**src/rtl/reg_file_pkg.sv**
```systemverilog
// Shared constants and helpers for the 2-read/1-write register file.
package reg_file_pkg;

   localparam int READ_COMB = 0;
   localparam int READ_REG  = 1;

   localparam int                            DEFAULT_DATA_WIDTH = 8;
   localparam logic [DEFAULT_DATA_WIDTH-1:0] ZERO_DATA          = '0;

   // Minimum index width for a given register count; never below 1 bit.
   function automatic int clog2(input int value);
      int width;
      width = 1;
      for (int i = 1; i < 31; i++) begin
         if ((1 << i) < value) width = i + 1;
      end
      return width;
   endfunction

endpackage

```
**src/rtl/reg_file_if.sv**
```systemverilog
// Decode/ALU-side bundle of the register file: one write port, two read ports.
interface reg_file_if import reg_file_pkg::*; #(
   parameter  int DATA_WIDTH = 8,
   parameter  int DEPTH      = 8,
   localparam int ADDR_WIDTH = clog2(DEPTH)
) ();

   logic                  write_en;
   logic [ADDR_WIDTH-1:0] write_addr;
   logic [DATA_WIDTH-1:0] write_data;
   logic [ADDR_WIDTH-1:0] read_addr1;
   logic [ADDR_WIDTH-1:0] read_addr2;
   logic [DATA_WIDTH-1:0] out1;
   logic [DATA_WIDTH-1:0] out2;

   modport master (
      output write_en, write_addr, write_data, read_addr1, read_addr2,
      input  out1, out2
   );

   modport slave (
      input  write_en, write_addr, write_data, read_addr1, read_addr2,
      output out1, out2
   );

endinterface

```
**src/rtl/reg_file_read_port.sv**
```systemverilog
// One read port: range check, DEPTH:1 mux, zero-register mask and optional
// falling-edge output register with write-first bypass.
module reg_file_read_port import reg_file_pkg::*; #(
   parameter  int DATA_WIDTH = 8,
   parameter  int DEPTH      = 8,
   parameter  int READ_MODE  = READ_COMB,
   parameter  int ZERO_REG   = 0,
   localparam int ADDR_WIDTH = clog2(DEPTH)
) (
   input  logic                  clk,
   input  logic                  reset_n,
   input  logic [DATA_WIDTH-1:0] regs_i [DEPTH],
   input  logic [ADDR_WIDTH-1:0] read_addr_i,
   input  logic                  write_legal_i,
   input  logic [ADDR_WIDTH-1:0] write_addr_i,
   input  logic [DATA_WIDTH-1:0] write_data_i,
   output logic [DATA_WIDTH-1:0] rdata_o
);

   logic                  in_range;
   logic                  zero_hit;
   logic                  bypass;
   logic [DATA_WIDTH-1:0] mux_data;
   logic [DATA_WIDTH-1:0] read_data;

   always_comb begin
      in_range = 32'(read_addr_i) < DEPTH;
      zero_hit = (ZERO_REG != 0) && (read_addr_i == '0);
      mux_data = '0;
      for (int i = 0; i < DEPTH; i++) begin
         if (32'(read_addr_i) == i) mux_data = regs_i[i];
      end
      read_data = (in_range && !zero_hit) ? mux_data : '0;
      // Only a write that will actually land may be forwarded.
      bypass    = write_legal_i && (write_addr_i == read_addr_i);
   end

   generate
      if (READ_MODE == READ_REG) begin : g_registered
         logic [DATA_WIDTH-1:0] rdata_q;
         logic [DATA_WIDTH-1:0] rdata_d;

         always_comb rdata_d = bypass ? write_data_i : read_data;

         always_ff @(negedge clk) begin
            if (!reset_n) rdata_q <= '0;
            else          rdata_q <= rdata_d;
         end

         assign rdata_o = rdata_q;
      end else begin : g_combinational
         logic unused_comb_inputs;
         assign unused_comb_inputs = ^{clk, reset_n, bypass, write_data_i};
         assign rdata_o = read_data;
      end
   endgenerate

endmodule

```
**src/rtl/reg_file_2r1w.sv**
```systemverilog
// Parametrised 2R1W register file between instruction decode and the ALU;
// storage, write decode and clear live here, read ports are sub-modules.
module reg_file_2r1w import reg_file_pkg::*; #(
   parameter  int DATA_WIDTH = 8,
   parameter  int DEPTH      = 8,
   parameter  int READ_MODE  = READ_COMB,
   parameter  int ZERO_REG   = 0,
   localparam int ADDR_WIDTH = clog2(DEPTH)
) (
   input logic       clk,
   input logic       reset_n,
   reg_file_if.slave bus
);

   logic [DATA_WIDTH-1:0] regs_q [DEPTH];
   logic [DATA_WIDTH-1:0] regs_d [DEPTH];
   logic                  write_legal;

   // NOTE: every always_comb output gets a default first so no path leaves it unassigned (no latch).
   always_comb begin
      write_legal = bus.write_en
                 && (32'(bus.write_addr) < DEPTH)
                 && !((ZERO_REG != 0) && (bus.write_addr == '0));
      regs_d = regs_q;
      for (int i = 0; i < DEPTH; i++) begin
         if (write_legal && (32'(bus.write_addr) == i)) regs_d[i] = bus.write_data;
      end
   end

   // NOTE: the array is deliberately cleared on reset; this forces flops rather than a RAM macro.
   // NOTE: state is updated with non-blocking assignments so every flop samples pre-edge values.
   always_ff @(negedge clk) begin
      if (!reset_n) begin
         for (int i = 0; i < DEPTH; i++) regs_q[i] <= '0;
      end else begin
         regs_q <= regs_d;
      end
   end

   reg_file_read_port #(
      .DATA_WIDTH (DATA_WIDTH),
      .DEPTH      (DEPTH),
      .READ_MODE  (READ_MODE),
      .ZERO_REG   (ZERO_REG)
   ) u_read_port1 (
      .clk           (clk),
      .reset_n       (reset_n),
      .regs_i        (regs_q),
      .read_addr_i   (bus.read_addr1),
      .write_legal_i (write_legal),
      .write_addr_i  (bus.write_addr),
      .write_data_i  (bus.write_data),
      .rdata_o       (bus.out1)
   );

   reg_file_read_port #(
      .DATA_WIDTH (DATA_WIDTH),
      .DEPTH      (DEPTH),
      .READ_MODE  (READ_MODE),
      .ZERO_REG   (ZERO_REG)
   ) u_read_port2 (
      .clk           (clk),
      .reset_n       (reset_n),
      .regs_i        (regs_q),
      .read_addr_i   (bus.read_addr2),
      .write_legal_i (write_legal),
      .write_addr_i  (bus.write_addr),
      .write_data_i  (bus.write_data),
      .rdata_o       (bus.out2)
   );

endmodule
```
**src/flat_wrapper.sv**
```systemverilog
// flat-port wrapper written by rule: the top's interface ports become plain ports
module reg_file_2r1w_flat import reg_file_pkg::*;
#(
   parameter  int DATA_WIDTH = 8,
   parameter  int DEPTH      = 8,
   parameter  int READ_MODE  = READ_COMB,
   parameter  int ZERO_REG   = 0,
   localparam int ADDR_WIDTH = clog2(DEPTH)
)
  (clk, reset_n, bus_write_en, bus_write_addr, bus_write_data, bus_read_addr1, bus_read_addr2, bus_out1, bus_out2);
  reg_file_if #(.DATA_WIDTH(DATA_WIDTH), .DEPTH(DEPTH)) bus_i ();
  input logic clk;
  input logic reset_n;
  input wire logic [$bits(bus_i.write_en)-1:0] bus_write_en;
  input wire logic [$bits(bus_i.write_addr)-1:0] bus_write_addr;
  input wire logic [$bits(bus_i.write_data)-1:0] bus_write_data;
  input wire logic [$bits(bus_i.read_addr1)-1:0] bus_read_addr1;
  input wire logic [$bits(bus_i.read_addr2)-1:0] bus_read_addr2;
  output wire logic [$bits(bus_i.out1)-1:0] bus_out1;
  output wire logic [$bits(bus_i.out2)-1:0] bus_out2;
  assign bus_i.write_en = bus_write_en;
  assign bus_i.write_addr = bus_write_addr;
  assign bus_i.write_data = bus_write_data;
  assign bus_i.read_addr1 = bus_read_addr1;
  assign bus_i.read_addr2 = bus_read_addr2;
  assign bus_out1 = bus_i.out1;
  assign bus_out2 = bus_i.out2;
  reg_file_2r1w #(.DATA_WIDTH(DATA_WIDTH), .DEPTH(DEPTH), .READ_MODE(READ_MODE), .ZERO_REG(ZERO_REG)) u_core (.clk(clk), .reset_n(reset_n), .bus(bus_i));
endmodule
```
**config.mk**
```make
export PLATFORM = sky130hd
export DESIGN_NAME = reg_file_2r1w_flat
export DESIGN_NICKNAME = d
export VERILOG_FILES = /design/src/rtl/reg_file_pkg.sv /design/src/rtl/reg_file_if.sv /design/src/rtl/reg_file_read_port.sv /design/src/rtl/reg_file_2r1w.sv /design/src/flat_wrapper.sv
export SDC_FILE = /design/constraint.sdc
export NUM_CORES = 1
export LEC_CHECK = 0
export CAP_MARGIN = 25
export CELL_PAD_IN_SITES_DETAIL_PLACEMENT = 0
export CELL_PAD_IN_SITES_GLOBAL_PLACEMENT = 2
export CORE_MARGIN = 3
export CORE_UTILIZATION = 42
export DETAILED_ROUTE_END_ITERATION = 12
export PLACE_DENSITY_LB_ADDON = 0.1
export SYNTH_ARGS = -nofsm -noshare
export SYNTH_HDL_FRONTEND = slang
export SYNTH_HIERARCHICAL = 1
export SYNTH_SLANG_ARGS = --single-unit
```
**constraint.sdc**
```tcl
create_clock -name clk -period 4.1 [get_ports clk]
set_clock_uncertainty 0.2 [all_clocks]
set_input_delay 0.615 -clock clk [delete_from_list [all_inputs] [get_ports clk]]
set_output_delay 0.615 -clock clk [all_outputs]
set_load 0.05 [all_outputs]
```
==> out/results.txt <==
Register area share after synthesis: 0.367
Die extent in x: 97.2 µm
Slew margin rel.: 0.484
Area leader, netlist: dfxtp_1
Seq cells post-synth: 64
Clock Latency Late Sink: 0.38 ns
Max Slew Vio Count: 0
Dpl cell area: 0.00397 mm²
Longest Clk Path Bufs: 2
Filler cell count in the final layout: 712
Reg2reg start: u_core/regs_q[31]$_SDFFE_NN0P_
Antenna-violating nets left: 0
Cells after synthesis: 282
Top Usage Layer GRT: met2
Top cells by area, synth: dfxtp_1 (37%), mux4_1 (23%), mux2i_1 (18%), nand2_1 (7.7%), mux2_2 (5.2%)
Final worst setup slack: -0.389 ns
Initial antenna violation count: 0
Gr ovfl total: 0
CP startpoint kind: flip-flop
Number of CTS-inserted buffers: 9
Failing checks: setup timing
DRT iter0 DRCs: 111
Avg WL per Cell: 18.4 µm
Die H: 97.2 µm
Final Util: 0.571
Placer Congestion: 0.735
Required time of the critical path: 3.28 ns
1st-pass router iterations: 4
Core ar.: 0.00789 mm²
Cell Pwr Density: 370 mW/mm²
Status: finished, violations left
Final instance area: 0.00450 mm²
Worst EP arrival: 3.67 ns
Detailed placement HPWL: 5500 µm
# clock sinks: 64
H-Tree Depth: 3
Worst r2r dst: u_core/regs_q[31]$_SDFFE_NN0P_
Io pins: 36
Critical hold path startpoint: u_core/regs_q[3]$_SDFFE_NN0P_
Unrepaired setup endpoints after global routing: true
Ant. Diodes: 0
Synth unique cells: 17
Row cnt: 32
GRT Resource Usage Total: 0.197
Initial core utilization: 0.443
# DRC: 0
Post-Syn Area: 0.00349 mm²
Flip-flop count of the largest register after layout: 64
Placed Cells: 414
Hold Path Stages: 2
Reg-to-reg setup timing slack: 3.25 ns
Slew @ Worst Pin: 0.771 ns
Vias: 2,601
Global-route wire length before repair: 14,300 µm
Final hold vios: 0
Critical path class: flip-flop to output pin
CTS root buffer: clkbuf_8
Wirelength, routed: 9070 µm
Post-Layout Cell Count: 492
Met3 usage: 0.0668
Max FO, Critical Path: 3
GR met2 Demand/Resource: 0.309
Clock transition at the registers of the reported paths: 0.03 ns
Die ar.: 0.00944 mm²
Grt met1 use: 0.239
Type of the tightest min-delay check: flip-flop to flip-flop
Critical Path Sink Type: output pin
FF-to-FF path depth: 2
Warning count from the yosys run: 6
Largest net degree at the start of global routing: 40
Mean number of vias per cell: 5.29
Synth-to-Final Area Change: 28.9%
Number of global-route vias before repair: 2,831
Commonest non-fill, non-tap cell in the layout: nand2_1
MaxCap Viol Count: 0
Worst Hold Path EP: u_core/regs_q[3]$_SDFFE_NN0P_
IO buf count: 35
Largest registers: u_core/regs_q: 64 flops
Setup Viol. Count Final: 16
Fin nets: 406
Leak: 2.26 nW
Post-synth top area share: 0.367
VDD IR max: 0.000205 V
Layout cells sized above 1: 0.313
CTS tree: done
Syn nets: 302
Post-Syn Area per Cell: 12.4 µm²
Largest Register: u_core/regs_q
Most used cells in the layout excluding fill and tap cells: nand2_1 (72), inv_1 (66), mux2i_1 (64), dfxtp_1 (42), mux4_2 (32)
-- per-layer routing --
layer	up-vias	share of wire
li1	1233	-
met1	1268	0.44
met2	88	0.50
met3	12	0.050
met4	0	0.0089
met5	-	0
-- cell usage after synthesis (all sizes together) --
cell type / instances
nand2: 72
inv: 1
nand4b: 3
mux4: 32
nor4b: 1
nand4bb: 3
mux2i: 64
mux2: 16
nand4: 1
clkbuf: 8
dfxtp: 64
buf: 17
-- stage by stage --
| stage | power [mW] | worst slack (ns) | hold slack (ns) | TNS, ns |
|---|---|---|---|---|
| after floorplan | 0.861 | 0.0764 | 0.248 | 0 |
| after global placement | 0.924 | -0.108 | 0.260 | -4.31 |
| after detailed placement | 0.925 | -0.150 | 0.271 | -6.39 |
| after CTS | 1.70 | -0.410 | 0.275 | -6.37 |
| after global routing | 1.78 | -0.435 | 0.291 | -6.75 |
| final | 1.67 | -0.389 | 0.271 | -5.98 |
-- power by group --
part           switching [mW]  internal, mW  leakage (nW)
logic                  0.0957        0.0903          1.28
registers              0.0106         0.642         0.529
clock network           0.408         0.418         0.453
total                   0.515          1.15          2.26
-- how the worst max path moves through the flow --
stage | start | to | slack, ns
final | u_core/regs_q[5]$_SDFFE_NN0P_ | bus_out2[5] | -0.39
after global routing | u_core/regs_q[12]$_SDFFE_NN0P_ | bus_out2[4] | -0.43
after CTS | u_core/regs_q[28]$_SDFFE_NN0P_ | bus_out2[4] | -0.41
after detailed placement | bus_write_addr[0] | u_core/regs_q[63]$_SDFFE_NN0P_ | -0.15
after global placement | bus_write_addr[1] | u_core/regs_q[5]$_SDFFE_NN0P_ | -0.11
after floorplan | u_core/regs_q[32]$_SDFFE_NN0P_ | bus_out1[0] | 0.08
-- final cells by class --
class                      instances  area [µm²]  area share
sequential                        64        1310       0.291
clock buffer                       9         124      0.0275
timing repair buffer              55         647       0.144
tap                              102         128      0.0284
clock inverter                    70         320      0.0712
multi-input combinational        192        1970       0.438
-- critical path, cell delays in order (launching register included) --
cell and delay (ns):
dfxtp_1 0.31, mux4_2 0.48, mux2_2 0.30, buf_6 0.16
-- cells by family after synthesis --
kind of cell           after synthesis  synth area share
muxes                              112             0.474
buffers and inverters               26            0.0516
DFF                                 64             0.367
and+or+nand+nor                     80             0.108
-- timing repair --
action	CTS	global route
hold buffers	0	0
gates resized for setup	73	25
setup buffers	0	0
pin swaps	0	0
gates cloned	0	0
setup endpoints to repair	16	16
Note: power is estimated with default switching activity, not from simulation.
==> RTL change 1: new RTL, config.mk and constraints unchanged <==
`DATA_WIDTH` is set to 8 in 4 places; all go to 12.
--- a/src/rtl/reg_file_if.sv
+++ b/src/rtl/reg_file_if.sv
@@ -1,5 +1,5 @@
 // Decode/ALU-side bundle of the register file: one write port, two read ports.
 interface reg_file_if import reg_file_pkg::*; #(
-   parameter  int DATA_WIDTH = 8,
+   parameter  int DATA_WIDTH = 12,
    parameter  int DEPTH      = 8,
    localparam int ADDR_WIDTH = clog2(DEPTH)
--- a/src/rtl/reg_file_read_port.sv
+++ b/src/rtl/reg_file_read_port.sv
@@ -2,5 +2,5 @@
 // falling-edge output register with write-first bypass.
 module reg_file_read_port import reg_file_pkg::*; #(
-   parameter  int DATA_WIDTH = 8,
+   parameter  int DATA_WIDTH = 12,
    parameter  int DEPTH      = 8,
    parameter  int READ_MODE  = READ_COMB,
--- a/src/rtl/reg_file_2r1w.sv
+++ b/src/rtl/reg_file_2r1w.sv
@@ -2,5 +2,5 @@
 // storage, write decode and clear live here, read ports are sub-modules.
 module reg_file_2r1w import reg_file_pkg::*; #(
-   parameter  int DATA_WIDTH = 8,
+   parameter  int DATA_WIDTH = 12,
    parameter  int DEPTH      = 8,
    parameter  int READ_MODE  = READ_COMB,
--- a/src/flat_wrapper.sv
+++ b/src/flat_wrapper.sv
@@ -2,5 +2,5 @@
 module reg_file_2r1w_flat import reg_file_pkg::*;
 #(
-   parameter  int DATA_WIDTH = 8,
+   parameter  int DATA_WIDTH = 12,
    parameter  int DEPTH      = 8,
    parameter  int READ_MODE  = READ_COMB,
Ports: changed (resized bus_out1, bus_out2 and bus_write_data); port bits go from 36 to 48. The function was not compared with the original's and may differ.
==> RTL change 1 against the unedited design <==
The run still ends with setup timing left. Sequential cell count rose by 32. Design area rose by 55%. Synthesized area rose by 48%. Via count rose by 75%. Worst hold slack got worse by 0.00089 ns. Worst setup slack got worse by 0.23 ns. Die area rose by 45%. Sequential power rose by 50%. Routed wire length rose by 72%. Total power rose by 51%. Critical path type unchanged. Critical endpoint is now bus_out2[10].
==> RTL change 1: results <==
metrics = {
    "clocking": {
        "cts_buffer_depth": 2,
        "clk_latency_ns": 0.41,
        "clockRootBuffer": "clkbuf_16",
        "cts_htree_levels": 3,
        "path_clk_slew_ns": 0.03,
    },
    "min_path": {
        "hold_path_depth": 2,
        "hp-start": "u_core/regs_q[83]",
        "hold_path.class": "reg2reg",
        "hold_end": "u_core/regs_q[83]",
    },
    "placed_design": {
        "io_buffers": 47,
        "placed_cells": 712,
        "routabilityCongestion": 0.769,
        "pre_cts_slack_ns": -0.235,
        "hpwl_microns": 9450,
        "dpl_cell_area_sq_um": 6210,
    },
    "drt": {
        "drtIter0Drc": 204,
        "num_vias": 4544,
        "firstDrtPassIters": 5,
        "wirelength_microns": 15600,
    },
    "global_routing": {
        "grt_pass1_vias": 4786,
        "track_usage_pct": 24.3,
        "grt_max_degree": 35,
        "grt_pass1_wl_microns": 24900,
        "antenna_found_initial": 0,
        "gr-total-overflow": 0,
    },
    "layout": {
        "reg_top3": "u_core/regs_q (96)",
        "final_cells": 824,
        "drive_above_1_share_pct": 23.5,
        "fin_nets": 700,
        "antenna_cells": 0,
    },
    "setup_path": {
        "path_max_fanout": 3,
        "worstPathArrival_ns": 3.90,
        "worstReg2RegStart": "u_core/regs_q[33]",
        "critPathTopFamily": "multiplexers",
        "r2r_end": "u_core/regs_q[33]",
        "worst-r2r-setup-slack_ns": 3.19,
        "reg2regPathDepth": 3,
        "max_stage_delay_ns": 0.47,
    },
    "power": {
        "p_leak_nw": 3.47,
        "vdd_drop_max_mv": 0.331,
    },
    "yosys": {
        "ys_types": 29,
        "syn_nets": 557,
        "synth_commonest_cells": "128 x nand2_1, 124 x mux2i_1, 96 x dfxtp_1",
        "syn_inst": 533,
        "yosysSeqAreaShare_pct": 37.1,
        "ys_warn_count": 6,
        "muxShareOfSynthArea_pct": 33.5,
        "synth-main-ff-cell": "dfxtp_1",
        "synth_compound_area_share_pct": 8.21,
        "synth_area_leaders": "dfxtp_1 37%, mux2i_1 24%, nand2_1 9.3%",
    },
    "timing": {
        "finalSetupViolCount": 24,
        "tns_ns": -12.84,
        "setup_slack_ns": -0.615,
        "hold_slack_ns": 0.270,
        "tightest_slew_ns": 0.933,
    },
    "status": {
        "outcome": "finished with violations",
        "violations": "setup timing",
    },
}
## RTL change 1: changes by cell type in the layout (fill, tap and decap cells not counted), moves of 15 or more
| cell | unedited run | this run |
|---|---|---|
| mux2i_1 | 64 | 124 |
| nand2_1 | 72 | 128 |
| dfxtp_1 | 42 | 74 |
| inv_1 | 66 | 98 |
| buf_12 | 6 | 33 |
| a221o_2 | 0 | 20 |
| o21ai_0 | 0 | 20 |
| nor2b_1 | 0 | 17 |
| buf_4 | 14 | 29 |
| buf_8 | 15 | 0 |
| mux2_4 | 15 | 0 |
## RTL change 1: power breakdown
part           switching, mW  total (mW)  internal, mW
Clock                  0.618        1.21         0.597
Sequential            0.0155       0.978         0.963
Combinational          0.181       0.326         0.146
Total                  0.814        2.52          1.71
## RTL change 1: how the worst max path moves through the flow
stage / from / end / slack [ns]
after floorplan: u_core/regs_q[83] / bus_out1[11] / -0.09
after global placement: bus_write_addr[0] / u_core/regs_q[87] / -0.21
after detailed placement: bus_write_addr[0] / u_core/regs_q[86] / -0.24
after CTS: u_core/regs_q[58] / bus_out2[10] / -0.62
after global routing: u_core/regs_q[82] / bus_out2[10] / -0.66
final: u_core/regs_q[58] / bus_out2[10] / -0.61
## RTL change 1: layout make-up
cell class	instances	area [sq um]
fill	1042	4730
multi-input combinational	388	3100
sequential	96	1950
timing repair buffer	85	1100
clock inverter	103	429
clock buffer	9	225
tap	143	179
## RTL change 1: what timing repair did
item | CTS | global route
buffers inserted | 1 | 0
resized for setup | 39 | 9
endpoints found under the setup margin | 24 | 24
hold buffers | 0 | 0
pin swaps | 12 | 0
## RTL change 1: layer usage
layer	track usage (%)	part of all wire [%]	wire length [microns]
met3	7.97	4.6	718
met5	0	0	0
met4	10.2	1.5	227
met1	29.2	44	6840
met2	40.0	50	7860
==> RTL change 2: new RTL, same flow settings <==
Made on the original files. Make the reset (`reset_n`) asynchronous in 2 clocked blocks.
--- a/src/rtl/reg_file_read_port.sv
+++ b/src/rtl/reg_file_read_port.sv
@@ -43,5 +43,5 @@
          always_comb rdata_d = bypass ? write_data_i : read_data;
 
-         always_ff @(negedge clk) begin
+         always_ff @(negedge clk or negedge reset_n) begin
             if (!reset_n) rdata_q <= '0;
             else          rdata_q <= rdata_d;
--- a/src/rtl/reg_file_2r1w.sv
+++ b/src/rtl/reg_file_2r1w.sv
@@ -30,5 +30,5 @@
    // NOTE: the array is deliberately cleared on reset; this forces flops rather than a RAM macro.
    // NOTE: state is updated with non-blocking assignments so every flop samples pre-edge values.
-   always_ff @(negedge clk) begin
+   always_ff @(negedge clk or negedge reset_n) begin
       if (!reset_n) begin
          for (int i = 0; i < DEPTH; i++) regs_q[i] <= '0;
Formal check against the unedited RTL: differs if reset_n is asserted again (counterexample within 4 cycles, from zero or initial values and one cycle with reset_n low); with reset_n held inactive, the same outputs for 4 cycles.
==> RTL change 2 against the unedited design <==
The flow still finishes with violations (setup timing). Sequential cell count unchanged. Register-to-register slack lost 0.35 ns. Critical path depth unchanged. Cell count is 26% lower. Routed wire length fell by 10%. Synthesized area grew 1.8%. Utilization down 2.7 points. Die area increased by 1.7%. Design area down 3.7%. First-iteration DRC count shrank 50%. Worst setup slack gained 0.0052 ns.
Power is not compared: it rests on default switching activity, and its combinational part moved more than twofold at a synthesized area within 25%.
==> RTL change 2: results <==
metrics = {
    "placed_design": {
        "hpwl_microns": 5420,
        "routabilityCongestion": 0.732,
    },
    "yosys": {
        "synth_commonest_cells": "80 x mux2_2, 64 x dfrtn_1, 30 x mux4_1",
        "syn_nets": 221,
        "ys_types": 14,
        "async_reset_ff_share_pct": 100,
        "synth_area_leaders": "dfrtn_1 45%, mux2_2 25%, mux4_1 22%",
        "yosysSeqAreaShare_pct": 45.1,
    },
    "global_routing": {
        "track_usage_pct": 17.5,
        "grt_pass1_vias": 2320,
        "grt_max_degree": 65,
        "met1_usage_pct": 21.9,
    },
    "drt": {
        "met2_length_microns": 4330,
        "avgRoutedWirePerCell_microns": 22.3,
        "num_vias": 2093,
    },
    "layout": {
        "nClkBuffers": 11,
        "fin_nets": 279,
        "seq_area_sq_um": 1600,
        "nonClkBufAreaFrac_pct": 14.9,
        "drive_above_1_share_pct": 66.5,
        "clkCellAreaFrac_pct": 3.55,
        "final_cells": 365,
        "multi_input_area_sq_um": 1800,
        "buffers": 64,
    },
    "timing": {
        "slew_headroom_pct": 51.1,
        "finalSetupViolCount": 16,
        "setup_slack_ns": -0.384,
    },
    "setup_path": {
        "max_stage_delay_ns": 0.50,
    },
    "status": {
        "violations": "setup timing",
        "outcome": "finished with violations",
    },
    "clocking": {
        "path_clk_slew_ns": 0.05,
        "clk_latency_ns": 0.32,
    },
}
[RTL change 2: changes by cell type after synthesis, sizes merged]
| cell | before | now |
|---|---|---|
| buf | 17 | 15 |
| dfrtn | 0 | 64 |
| inv | 1 | 0 |
| dfxtp | 64 | 0 |
| nor4bb | 0 | 3 |
| mux2i | 64 | 0 |
| nand4bb | 3 | 0 |
| mux2 | 16 | 80 |
| clkbuf | 8 | 2 |
| nand2 | 72 | 0 |
[RTL change 2: cell families (layout without fill, tap and decap cells)]
group | count (synthesis) | in the layout | share of synthesized area [%]
muxes | 112 | 112 | 48.8
buffers and inverters | 17 | 79 | 3.70
and+or+nand+nor | 8 | 8 | 2.43
DFF | 64 | 64 | 45.1
[RTL change 2: where the power goes]
group          switching (mW)  leakage, nW  internal [mW]  total [mW]
Sequential              0.101        0.768          0.786       0.886
Clock                   0.229       0.0789          0.213       0.442
Combinational           0.354        0.978          0.458       0.812
[RTL change 2: final timing paths]
path | from | end | slack [ns] | depth (start not counted)
max | u_core/regs_q[14] | bus_out2[6] | -0.38 | 3
min | u_core/regs_q[6] | u_core/regs_q[6] | 0.27 | 1
max reg2reg | u_core/regs_q[57] | u_core/regs_q[57] | 2.90 | 3
min reg2reg | u_core/regs_q[6] | u_core/regs_q[6] | 0.27 | 1
max in group asynchronous | reset_n | u_core/regs_q[8] | 1.34 | 2
min in group asynchronous | reset_n | u_core/regs_q[2] | 2.04 | 2
[RTL change 2: metrics by stage]
| step | TNS (ns) | setup WS [ns] | instance area (sq um) |
|---|---|---|---|
| after floorplan | 0 | 0.0415 | 3550 |
| after global placement | -24.09 | -0.442 | 4070 |
| after detailed placement | -27.34 | -0.482 | 4070 |
| after CTS | -6.01 | -0.387 | 4320 |
| after global routing | -6.56 | -0.426 | 4330 |
| final | -5.79 | -0.384 | 4330 |
